[config.mk]
export PLATFORM = sky130hd
export DESIGN_NAME = acc
export DESIGN_NICKNAME = d
export VERILOG_FILES = /design/src/rtl/acc_pkg.sv /design/src/rtl/acc_shift4.sv /design/src/rtl/acc.sv
export SDC_FILE = /design/constraint.sdc
export NUM_CORES = 1
export LEC_CHECK = 0
export BUFFER_PORTS_ARGS = -buffer_cell sky130_fd_sc_hd__clkbuf_2
export CORE_AREA = 5 5 42 44
export CTS_CLUSTER_DIAMETER = 50
export DETAILED_ROUTE_END_ITERATION = 16
export DIE_AREA = 0 0 47 49
export PLACE_DENSITY = 0.74
export RECOVER_POWER = 100
export SETUP_SLACK_MARGIN = 0.02
export SYNTH_ARGS = -nofsm -noshare
export SYNTH_HDL_FRONTEND = slang
export SYNTH_SLANG_ARGS = --single-unit
[constraint.sdc]
create_clock -name clk -period 1.4 [get_ports clk]
set_input_delay 0.07 -clock clk [delete_from_list [all_inputs] [get_ports clk]]
set_output_delay 0.07 -clock clk [all_outputs]
set_load 0.02 [all_outputs]
[src/rtl/acc_pkg.sv]
// ============================================================================
//  Module      : acc_pkg
//  Description : Shared mode encoding and nibble width for the accumulator.
//  Revision    : 1.0  initial release
// ============================================================================
`default_nettype none

package acc_pkg;

    localparam int NIB_W = 4;

    typedef enum logic [1:0] {
        HOLD = 2'b00,
        SHR  = 2'b01,
        SHL  = 2'b10,
        LOAD = 2'b11
    } shift_mode_t;

endpackage : acc_pkg

`default_nettype wire

[src/rtl/acc_shift4.sv]
// ============================================================================
//  Module      : shift4
//  Description : 4-bit universal shift register (hold / shift right /
//                shift left / parallel load) with async and sync clear.
//  Revision    : 1.0  initial release
// ============================================================================
`default_nettype none

module shift4
    import acc_pkg::*;
(
    input  logic              clk,
    input  logic              clr_n,
    input  logic              sclr,
    input  shift_mode_t       mode,
    input  logic              sr_in,
    input  logic              sl_in,
    input  logic [NIB_W-1:0]  d,
    output logic [NIB_W-1:0]  q
);

    logic [NIB_W-1:0] w_next;

    always_comb begin
        w_next = q;
        case (mode)
            HOLD:    w_next = q;
            SHR:     w_next = {sr_in, q[NIB_W-1:1]};
            SHL:     w_next = {q[NIB_W-2:0], sl_in};
            LOAD:    w_next = d;
            default: w_next = q;
        endcase
    end

    // Synchronous clear outranks every mode.
    always_ff @(posedge clk or negedge clr_n) begin
        if (!clr_n) begin
            q <= '0;
        end else if (sclr) begin
            q <= '0;
        end else begin
            q <= w_next;
        end
    end

endmodule : shift4

`default_nettype wire

[src/rtl/acc.sv]
// ============================================================================
//  Module      : acc
//  Description : 8-bit accumulator built from two cascaded 4-bit universal
//                shift registers (AH high, AL low). Define ACC_ROTATE_EN to
//                make the 8-bit register rotate instead of shift.
//  Revision    : 1.0  initial release
// ============================================================================
`default_nettype none

module acc
    import acc_pkg::*;
(
    input  logic              clk,
    input  logic              clr_n,
    input  logic              ah_reset,
    input  logic [1:0]        hs,
    input  logic [1:0]        ls,
    input  logic              ah_inen,
    input  logic [NIB_W-1:0]  ah_in,
    input  logic [NIB_W-1:0]  aludata,
    input  logic              carry_out,
    output logic [NIB_W-1:0]  ah_out,
    output logic [NIB_W-1:0]  al_out
);

    logic              r_run;
    shift_mode_t       w_hs_mode;
    shift_mode_t       w_ls_mode;
    logic              w_ah_sclr;
    logic [NIB_W-1:0]  w_ah_d;
    logic              w_ah_sr_in;
    logic              w_al_sl_in;

    // Clear release is registered once, so the first real update lands on
    // the second rising edge after clr_n deasserts.
    always_ff @(posedge clk or negedge clr_n) begin
        if (!clr_n) begin
            r_run <= 1'b0;
        end else begin
            r_run <= 1'b1;
        end
    end

    assign w_hs_mode = r_run ? shift_mode_t'(hs) : HOLD;
    assign w_ls_mode = r_run ? shift_mode_t'(ls) : HOLD;
    assign w_ah_sclr = r_run & ah_reset;
    assign w_ah_d    = ah_inen ? ah_in : aludata;

`ifdef ACC_ROTATE_EN
    logic w_unused_carry;
    assign w_unused_carry = carry_out;
    assign w_ah_sr_in     = al_out[0];
    assign w_al_sl_in     = ah_out[NIB_W-1];
`else
    assign w_ah_sr_in     = carry_out;
    assign w_al_sl_in     = 1'b0;
`endif

    shift4 u_ah (
        .clk   (clk),
        .clr_n (clr_n),
        .sclr  (w_ah_sclr),
        .mode  (w_hs_mode),
        .sr_in (w_ah_sr_in),
        .sl_in (al_out[NIB_W-1]),
        .d     (w_ah_d),
        .q     (ah_out)
    );

    shift4 u_al (
        .clk   (clk),
        .clr_n (clr_n),
        .sclr  (1'b0),
        .mode  (w_ls_mode),
        .sr_in (ah_out[0]),
        .sl_in (w_al_sl_in),
        .d     (aludata),
        .q     (al_out)
    );

endmodule : acc

`default_nettype wire

# Yosys cells after proc, flatten, opt, wreduce, memory -nomap -nowiden
# Cells that the tools add are included.
# op_classes
eq_ne	7
n_mux	6
bitwise_logic	1
n_reduce_logical	2
# ops
op	n
$pmux 4 s3	2
$eq 2x2->1 const B	4
$mux 4	2
$eq 2x1->1 const B	2
$logic_not 2->1	2
$mux 2	2
$ne 2x1->1 const B	1
$and 1x1->1	1
# word_totals
ff_bits	9
inputBits	17
output_inout_bits	8
word_cells	19

# Longest topological paths before layout
# Gate-level depths: netlist of the first run.
# logic_depth
ltp_word	4
mapped_depth	4
ltp_nobuf	3

# Hierarchy
# From an unflattened synthesis of the first run, not the netlist that was laid out.
# hier_totals
cells_unflattened	36
area_unflattened_um2	546.8
# by_module_without_submodules
module	instances	cells_each	area_per_inst_um2	seq_area_each_um2
shift4	2	12	219.0	100.1
acc	1	12	108.9	25.0

# Worst setup path after synthesis of the first run
# OpenSTA, ideal clock, no wires.
# synth_timing
path_kind	flip-flop to flip-flop
start	register r_run
end	register u_ah.q[1]
setup_time_ns	0.065
t_arrival_ns	1.169
t_required_ns	1.335
slack_ns	0.166
path_stages_with_launch	5
n_path_buf	1
period_less_slack_ns	1.234
path_cell_list	dfrtp_1 buf_2 and4bb_2 a2111oi_0 a21o_1
# synth_via
elab_chain_cells	4
elab_cells_between_ends	9
classes_between	eq/ne (4); mux (3); bitwise (1); reduce/logical (1)
# synth_lines
item	line_no	source
from (decl)	acc.sv:26	logic r_run;
from (signal assigned)	acc.sv:38	r_run <= 1'b0;
from (signal assigned)	acc.sv:40	r_run <= 1'b1;
$mux 2	acc.sv:44	assign w_hs_mode = r_run ? shift_mode_t'(hs) : HOLD;
$eq 2x2->1 / $eq 2x1->1 (equally long branches)	acc_shift4.sv:26	case (mode)
$pmux 4 s3	acc_shift4.sv:26	
$mux 4	acc_shift4.sv:39	end else if (sclr) begin
to (signal assigned)	acc_shift4.sv:42	q <= w_next;
to (decl)	acc_shift4.sv:19	output logic [NIB_W-1:0] q
# Parallel ways exist; a longest one is shown, timed or not.
# A chain may end at the register's enable or synchronous reset.

# Final worst setup path of the first run
# layout_timing
start	register r_run
end	register u_ah.q[2]
# Same word-level chain as after synthesis.

==> flow_summary_export.csv, run 1 <==
group,metric,value,unit
setup_path,cp-end-kind,"flop",
drt,drc_errors,0,
placement,placed_cells,90,
setup_path,path_cells,"and3_1 -> a221o_1 -> a22o_1",
cts,path_clk_slew,0.07,ns
placement,port_buffers,24,
run,max_cap_viol_count,0,
placement,dp_hpwl,1110,µm
sta,slew_violations,0,
cts,cts_setup_buffers,0,
yosys,ys_seq_elements,9,
sta,setup_tns,0,ns
setup_path,critical_path_class,"reg2reg",
setup_path,critical_path.slowest_cell,"dfrtp_1",
drt,topRoutingLayerUsed,"met4",
yosys,synthCells,53,
drt,drtAntennaViolNets,0,
grt,first_global_vias,548,
drt,wl_met1,670,µm
sta,relSlewSlack,64.3,%
drt,wirelength,1460,µm
drt,vias,545,
setup_path,worstPathRequired,1.55,ns
grt,grt.total_usage,13.4,%
drt,drt_pass1_iterations,4,
cts,h-tree-depth,1,
sta,layout_min_cycle_time,1.32,ns
floorplanning,io_pins,25,
setup_path,crit_buf_inv,0,
floorplanning,fp.dieH,49,µm
placement,gp_congestion,0.873,
grt,grt_pass1_wl,2280,µm
setup_path,path_max_fanout,9,
yosys,yosysWarnings,0,
cts,cts_buffers,3,
drt,dr_wl_met2,679,µm
layout,finalNonFillerCells,95,
sta,rsz0062_at_grt,"false",
pwr,power,0.000737,W
cts,clock_latency,0.26,ns
grt,grt_max_degree,11,
floorplanning,floorplan.initialDensity,41.4,%
setup_path,arrival,1.47,ns
drt,met3_length,102,µm
yosys,synth_seq_area_share,38.8,%
layout,syn_to_final_growth,26.5,%
cts,clock-sinks,9,
grt,antenna_found_initial,0,
sta,fmax,760,MHz
min_path,hold_path.class,"in2reg",
layout,final_util,52.4,%
cts,cts_tree,"built",
run_status,outcome,"finished clean",
floorplanning,fp.coreArea,1400,µm²
sta,fin_skew,0.000414,ns
pwr,ir_worst_vdd,0.000616,V
drt,routed_via_density,5.74,
grt,grt_overflow,0,
layout,final_nets,97,
floorplanning,dieWidth,47,µm
drt,dr.first_iter.drc_count,13,
sta,finalCritPeriodShare,93.9,%
sta,timing.hold.ws,0.174,ns
pwr,power.density,1000,nW/µm²
layout,drive_above_1_share,31.6,%
layout,n_antenna_cell,0,
setup_path,cpLargestDelayFamily,"compound AO/OA/AOI/OAI gates",
yosys,synth_area,581,µm²
drt,wire_per_inst,15.4,µm
yosys,syn_nets,70,
cts,clockBufferDepth,2,
cts,cts_root_buf,"clkbuf_4",
sta,setup_violations,0,
sta,hold_viol_final,0,
setup_path,crit_path_start_kind,"flop",
floorplanning,rows,14,
sta,tightest_slew,0.530,ns
yosys,synth.distinct_cells,25,
setup_path,slowest_delay,0.45,ns
yosys,syn_avg_cell_area,11.0,µm²
floorplanning,die-area,2300,µm²
pwr,p_leak,0.366,nW
==> path summary, 6_finish.rpt <==
kind	startpoint	to	slack (ns)	cells after the start
worst max register to register	r_run$_DFF_PN0_	u_ah.q[2]$_DFFE_PN0P_	0.08	3
worst min-delay path	ls[0]	u_al.q[0]$_DFFE_PN0P_	0.17	2
max in group asynchronous	clr_n	r_run$_DFF_PN0_	0.78	2
min in group asynchronous	clr_n	u_al.q[2]$_DFFE_PN0P_	0.29	2
worst max-delay path	r_run$_DFF_PN0_	u_ah.q[2]$_DFFE_PN0P_	0.08	3
worst min register to register	u_ah.q[3]$_DFFE_PN0P_	u_ah.q[3]$_DFFE_PN0P_	0.51	1
==> power breakdown <==
group | switching, W | leakage (nW) | internal (W)
registers | 0.0000298 | 0.116 | 0.000290
clock network | 0.0000989 | 0.0150 | 0.000110
logic | 0.000113 | 0.235 | 0.0000951
==> placed cells by master, fill, tap and decap left out <==
master and count:
nand2_1 2, a2111oi_2 1, a2111oi_0 1, o21ai_0 1, mux2_2 3, a32o_1 1, mux2i_1 4, clkbuf_2 15
nand2b_1 1, nor2_1 2, a21o_1 2, dlygate4sd3_1 1, a22o_1 7, and3_1 1, nor4bb_1 1, clkbuf_1 11
a21oi_1 2, conb_1 1, clkbuf_4 3, mux2_1 1, buf_4 1, dfrtp_1 9, and4bb_2 1, and4b_1 2
o31ai_1 1, a221o_1 2, nor2b_1 1, mux2_4 1
==> synth_stat cells (all sizes together) <==
cell type,count,area (µm²)
and4b,2,20.0
nor4bb,1,10.0
mux2i,4,40.0
and3,1,6.26
mux2,5,60.1
nor2b,1,6.26
o21ai,1,5.00
clkbuf,1,3.75
buf,4,25.0
a22o,7,61.3
o31ai,1,7.51
a2111oi,2,17.5
and4bb,1,12.5
a21o,2,15.0
conb,1,3.75
a32o,1,10.0
nor2,2,7.51
nand2,2,7.51
nand2b,1,6.26
dfrtp,9,225
a21oi,2,10.0
a221o,2,20.0
==> logic make-up after synthesis <==
kind of cell | Yosys count | synth area share, %
multiplexers | 9 | 17.2
AND/OR/NAND/NOR | 11 | 13.1
AO/OA/AOI/OAI | 18 | 25.2
other | 1 | 0.646
flip-flops | 9 | 38.8
buffers and inverters | 5 | 4.96
==> area by class of cell <==
| cell class | count | area (µm²) |
|---|---|---|
| fillers | 147 | 667 |
| multi-input cells | 39 | 333 |
| flip-flops and latches | 9 | 225 |
| repair buffers | 27 | 130 |
| clock buffers | 4 | 26.3 |
| well taps | 16 | 20.0 |
==> metal layers <==
layer / up-vias / global-route usage [%]
met3: 2 / 4.06
li1: 264 / -
met2: 27 / 19.5
met4: 0 / 5.53
met5: - / 0
met1: 252 / 17.9
==> timing repair <==
action,CTS,global route
gates resized for setup,1,1
endpoints found under the setup margin,1,1
hold endpoints to repair,9,0
hold buffers,1,0
==> sequential cells by signal (all words and copies together) (netlist names) <==
| name | count |
|---|---|
| u_ah.q | 4 |
| r_run | 1 |
| u_al.q | 4 |
==> metrics by stage <==
step	area [µm²]	setup WS [ns]
after global routing	734	0.0160
after CTS	744	0.0670
final	734	0.0848
after floorplan	581	0.166
after detailed placement	707	0.106
after global placement	707	0.145
Note: power is estimated with default switching activity, not from simulation.
==> run 2, diff against run 1 <==
GPL_TIMING_DRIVEN = 0   (was not set)
==> flow_summary_export.csv, run 2 (same netlist as run 1, synthesis figures left out) <==
group,metric,value,unit
sta,layout_min_cycle_time,1.31,ns
setup_path,path_max_fanout,10,
setup_path,cp-endpoint,"u_ah.q[3]$_DFFE_PN0P_",
drt,wirelength,1340,µm
setup_path,cpLargestDelayFamily,"compound AO/OA/AOI/OAI gates",
cts,cts_tree,"built",
setup_path,cp-end-kind,"flop",
drt,routed_via_density,5.49,
grt,grt_overflow,0,
setup_path,critical_path_class,"reg2reg",
min_path,hold_path.class,"in2reg",
sta,fin_skew,0.00319,ns
placement,gp_congestion,0.789,
sta,tightest_slew,0.524,ns
layout,fin_area,744,µm²
floorplanning,fp.dieH,49,µm
drt,drc_errors,0,
sta,fmax,763,MHz
floorplanning,io_pins,25,
setup_path,r2r_end,"u_ah.q[3]$_DFFE_PN0P_",
cts,h-tree-depth,1,
pwr,ir_worst_vdd,0.000481,V
placement,place_area,711,µm²
cts,clockBufferDepth,2,
grt,antenna_found_initial,0,
cts,clock_latency,0.27,ns
run,max_cap_viol_count,0,
sta,slew_violations,0,
sta,finalCritPeriodShare,93.6,%
sta,setup_tns,0,ns
cts,clock-sinks,9,
min_path,worstHoldStart,"ls[0]",
sta,rsz0062_at_grt,"false",
grt,grt_pass1_wl,2140,µm
sta,relSlewSlack,65.1,%
run_status,outcome,"finished clean",
setup_path,rr_worst_depth,4,
layout,n_antenna_cell,0,
pwr,p_leak,0.372,nW
drt,drtAntennaViolNets,0,
layout,reg_top3,"u_ah.q (4), u_al.q (4), r_run (1)",
setup_path,r2r_start,"r_run$_DFF_PN0_",
setup_path,reg2reg_slack,0.09,ns
setup_path,crit_buf_inv,1,
layout,final_nets,98,
setup_path,arrival,1.52,ns
layout,final_common_cell,"clkbuf_2",
pwr,power.density,997,nW/µm²
setup_path,slowest_delay,0.41,ns
setup_path,crit_cells,4,
layout,layout_common_cells,"clkbuf_2, clkbuf_1, dfrtp_1, a22o_1",
layout,syn_to_final_growth,28.2,%
floorplanning,dieWidth,47,µm
cts,cts_root_buf,"clkbuf_4",
drt,wire_per_inst,13.9,µm
cts,path_clk_slew,0.07,ns
sta,setup_violations,0,
drt,drt_pass1_iterations,4,
cts,cts_buffers,3,
setup_path,startpoint,"r_run$_DFF_PN0_",
floorplanning,die-area,2300,µm²
grt,grt_max_degree,11,
layout,drive_above_1_share,32.5,%
setup_path,worstPathRequired,1.61,ns
floorplanning,rows,14,
placement,port_buffers,22,
grt,first_global_vias,479,
setup_path,critical_path.slowest_cell,"a2111oi_0",
sta,hold_viol_final,0,
floorplanning,fp.coreArea,1400,µm²
setup_path,crit_path_start_kind,"flop",
setup_path,path_cells,"clkbuf_4 -> nor4bb_1 -> a2111oi_0 -> a21o_1",
drt,vias,527,
floorplanning,floorplan.initialDensity,41.4,%
drt,dr.first_iter.drc_count,8,
grt,grt.total_usage,12.7,%
placement,dp_hpwl,1050,µm
## run 2: per-layer routing
metal  wire, µm  global-route usage, %  up-vias
met4         38                   8.29        0
li1           -                      -      264
met3         89                   2.58        5
met1        605                   18.2      243
met2        603                   16.5       15
met5          0                      0        -
## run 2: layout make-up
type | instances | area [µm²]
plain buffers | 5 | 31.3
repair buffers | 23 | 109
multi-input cells | 39 | 333
well taps | 16 | 20.0
fillers | 141 | 657
clock buffers | 4 | 26.3
flip-flops and latches | 9 | 225
## run 2: through the flow
stage	util (%)	power, W	hold slack, ns	worst slack, ns	std cells
floorplan	-	0.000458	-0.226	0.166	53
global placement	50.7	0.000536	-0.0602	0.0443	91
detailed placement	50.7	0.000539	-0.0558	0.0292	91
CTS	53.4	0.000752	0.164	0.0520	96
global route	53.1	0.000782	0.171	0.0203	96
finish	53.1	0.000743	0.159	0.0889	96
## run 2: how the worst min path moves through the flow
stage          cells past startpoint                    end
6_report                           2  u_al.q[0]$_DFFE_PN0P_
5_1_grt                            2  u_al.q[0]$_DFFE_PN0P_
4_1_cts                            2  u_al.q[0]$_DFFE_PN0P_
3_5_place_dp                       1  u_al.q[2]$_DFFE_PN0P_
3_3_place_gp                       1  u_al.q[2]$_DFFE_PN0P_
2_1_floorplan                      0        r_run$_DFF_PN0_
## run 2: where the power goes
group          total [W]  switching [W]  internal, W  leakage [nW]
combinational   0.000212       0.000111     0.000101         0.240
clock           0.000212       0.000102     0.000110        0.0150
sequential      0.000319      0.0000282     0.000290         0.116
## run 2: worst reg2reg max path, delay by kind of cell, from the launching register on
family / cells / cell delay, ns
AOI/OAI and AO/OA: 2 / 0.54
DFF: 1 / 0.40
buffers and inverters: 1 / 0.19
and+or+nand+nor: 1 / 0.13
## run 2: timing repair
item                                    CTS  global route
setup buffers                             0             0
endpoints found under the setup margin    1             3
hold endpoints to repair                  9             0
resized for setup                         1             2
hold buffers                              1             0
==> run 3, diff against run 2 <==
CORE_AREA = 2 2 39 41   (was 5 5 42 44)
DIE_AREA = 0 0 41 43   (was 0 0 47 49)
RECOVER_POWER = 50   (was 100)
TNS_END_PERCENT = 10   (was not set)
==> flow_summary_export.csv, run 3 (same netlist as run 1, synthesis figures left out) <==
group,metric,value,unit
setup_path,cp-end-kind,"flop",
drt,drt_pass1_iterations,4,
layout,final_nets,98,
floorplanning,die-area,1760,µm²
pwr,ir_worst_vdd,0.000476,V
layout,syn_to_final_growth,29.5,%
floorplanning,io_pins,25,
setup_path,arrival,1.50,ns
layout,layout_common_cells,"clkbuf_2, dfrtp_1, a22o_1, clkbuf_1",
pwr,clockPowerShare,25.8,%
layout,final_common_cell,"clkbuf_2",
drt,wire_per_inst,13.4,µm
pwr,power,0.000724,W
setup_path,critical_path_class,"reg2reg",
setup_path,crit_buf_inv,1,
grt,grt_pass1_wl,2080,µm
placement,place_area,711,µm²
drt,wirelength,1290,µm
layout,n_antenna_cell,0,
pwr,power.density,963,nW/µm²
grt,grt_max_degree,11,
grt,grt.total_usage,17.5,%
pwr,pwr-share-comb,30.1,%
sta,hold_viol_final,0,
floorplanning,fp.coreArea,1380,µm²
layout,drive_above_1_share,38.8,%
setup_path,path_cells,"clkbuf_4 -> nor4bb_1 -> a2111oi_1 -> a21o_1",
setup_path,slowest_delay,0.41,ns
sta,layout_min_cycle_time,1.32,ns
min_path,hold_path.class,"in2reg",
sta,finalCritPeriodShare,94.0,%
drt,dr.first_iter.drc_count,7,
cts,h-tree-depth,1,
floorplanning,dieWidth,41,µm
floorplanning,rows,14,
cts,cts_root_buf,"clkbuf_4",
layout,fin_area,752,µm²
setup_path,path_max_fanout,10,
pwr,p_sw,0.000219,W
placement,gp_congestion,0.742,
drt,drtAntennaViolNets,0,
grt,first_global_vias,502,
setup_path,crit_path_start_kind,"flop",
sta,fin_skew,0.00451,ns
pwr,internal_power,0.000505,W
run_status,outcome,"finished clean",
setup_path,cpLargestDelayFamily,"compound AO/OA/AOI/OAI gates",
setup_path,critical_path.slowest_cell,"a2111oi_1",
cts,clockBufferDepth,2,
cts,cts_tree,"built",
sta,relSlewSlack,61.8,%
drt,vias,520,
setup_path,worstPathRequired,1.59,ns
pwr,p_seq_share,44.1,%
cts,path_clk_slew,0.06,ns
cts,cts_buffers,3,
pwr,p_sw_share,30.3,%
grt,grt_overflow,0,
cts,clock_latency,0.25,ns
sta,slew_violations,0,
sta,setup_violations,0,
cts,clock-sinks,9,
sta,fmax,760,MHz
layout,final_util,54.3,%
drt,drc_errors,0,
floorplanning,floorplan.initialDensity,42.0,%
grt,antenna_found_initial,0,
sta,setup_tns,0,ns
sta,rsz0062_at_grt,"true",
sta,timing.hold.ws,0.190,ns
drt,routed_via_density,5.42,
floorplanning,fp.dieH,43,µm
sta,tightest_slew,0.568,ns
pwr,p_leak,0.388,nW
run,max_cap_viol_count,0,
layout,reg_top3,"u_ah.q (4), u_al.q (4), r_run (1)",
cts,cts_setup_buffers,0,
placement,port_buffers,22,
[run 3: what timing repair did]
item	CTS	global route
setup endpoints to repair	1	3
gates resized for setup	1	3
hold buffers	1	0
endpoints found under the hold margin	9	0
[run 3: path summary, 6_finish.rpt]
check | end | start | depth (start not counted) | slack [ns]
setup reg to reg | u_ah.q[3]$_DFFE_PN0P_ | r_run$_DFF_PN0_ | 4 | 0.08
min in group asynchronous | u_ah.q[0]$_DFFE_PN0P_ | clr_n | 2 | 0.27
max in group asynchronous | r_run$_DFF_PN0_ | clr_n | 2 | 0.81
hold / removal | u_al.q[0]$_DFFE_PN0P_ | ls[0] | 2 | 0.19
setup / recovery | u_ah.q[3]$_DFFE_PN0P_ | r_run$_DFF_PN0_ | 4 | 0.08
hold reg to reg | u_ah.q[3]$_DFFE_PN0P_ | u_ah.q[3]$_DFFE_PN0P_ | 1 | 0.52
[run 3: power groups by stage]
stage	logic (W)	clock network (W)	registers, W
floorplan	0.000112	0	0.000346
global placement	0.000213	0	0.000323
detailed placement	0.000217	0	0.000323
CTS	0.000221	0.000200	0.000319
global route	0.000238	0.000215	0.000324
finish	0.000218	0.000187	0.000319
[run 3: through the flow]
step | setup slack, ns | cells
floorplan | 0.166 | 53
global placement | -0.0292 | 91
detailed placement | -0.00106 | 91
CTS | 0.0330 | 96
global route | 0.0198 | 96
finish | 0.0847 | 96
[run 3: final cells by class]
class,instances,area (µm²)
fillers,124,632
multi-input cells,39,334
flip-flops and latches,9,225
repair buffers,23,115
plain buffers,5,31.3
clock buffers,4,26.3
well taps,16,20.0
[run 3: metal layers]
metal	wire, µm	GRT usage (%)
met1	570	22.5
met3	62	1.57
met4	12	10.0
met2	642	27.2
met5	0	0
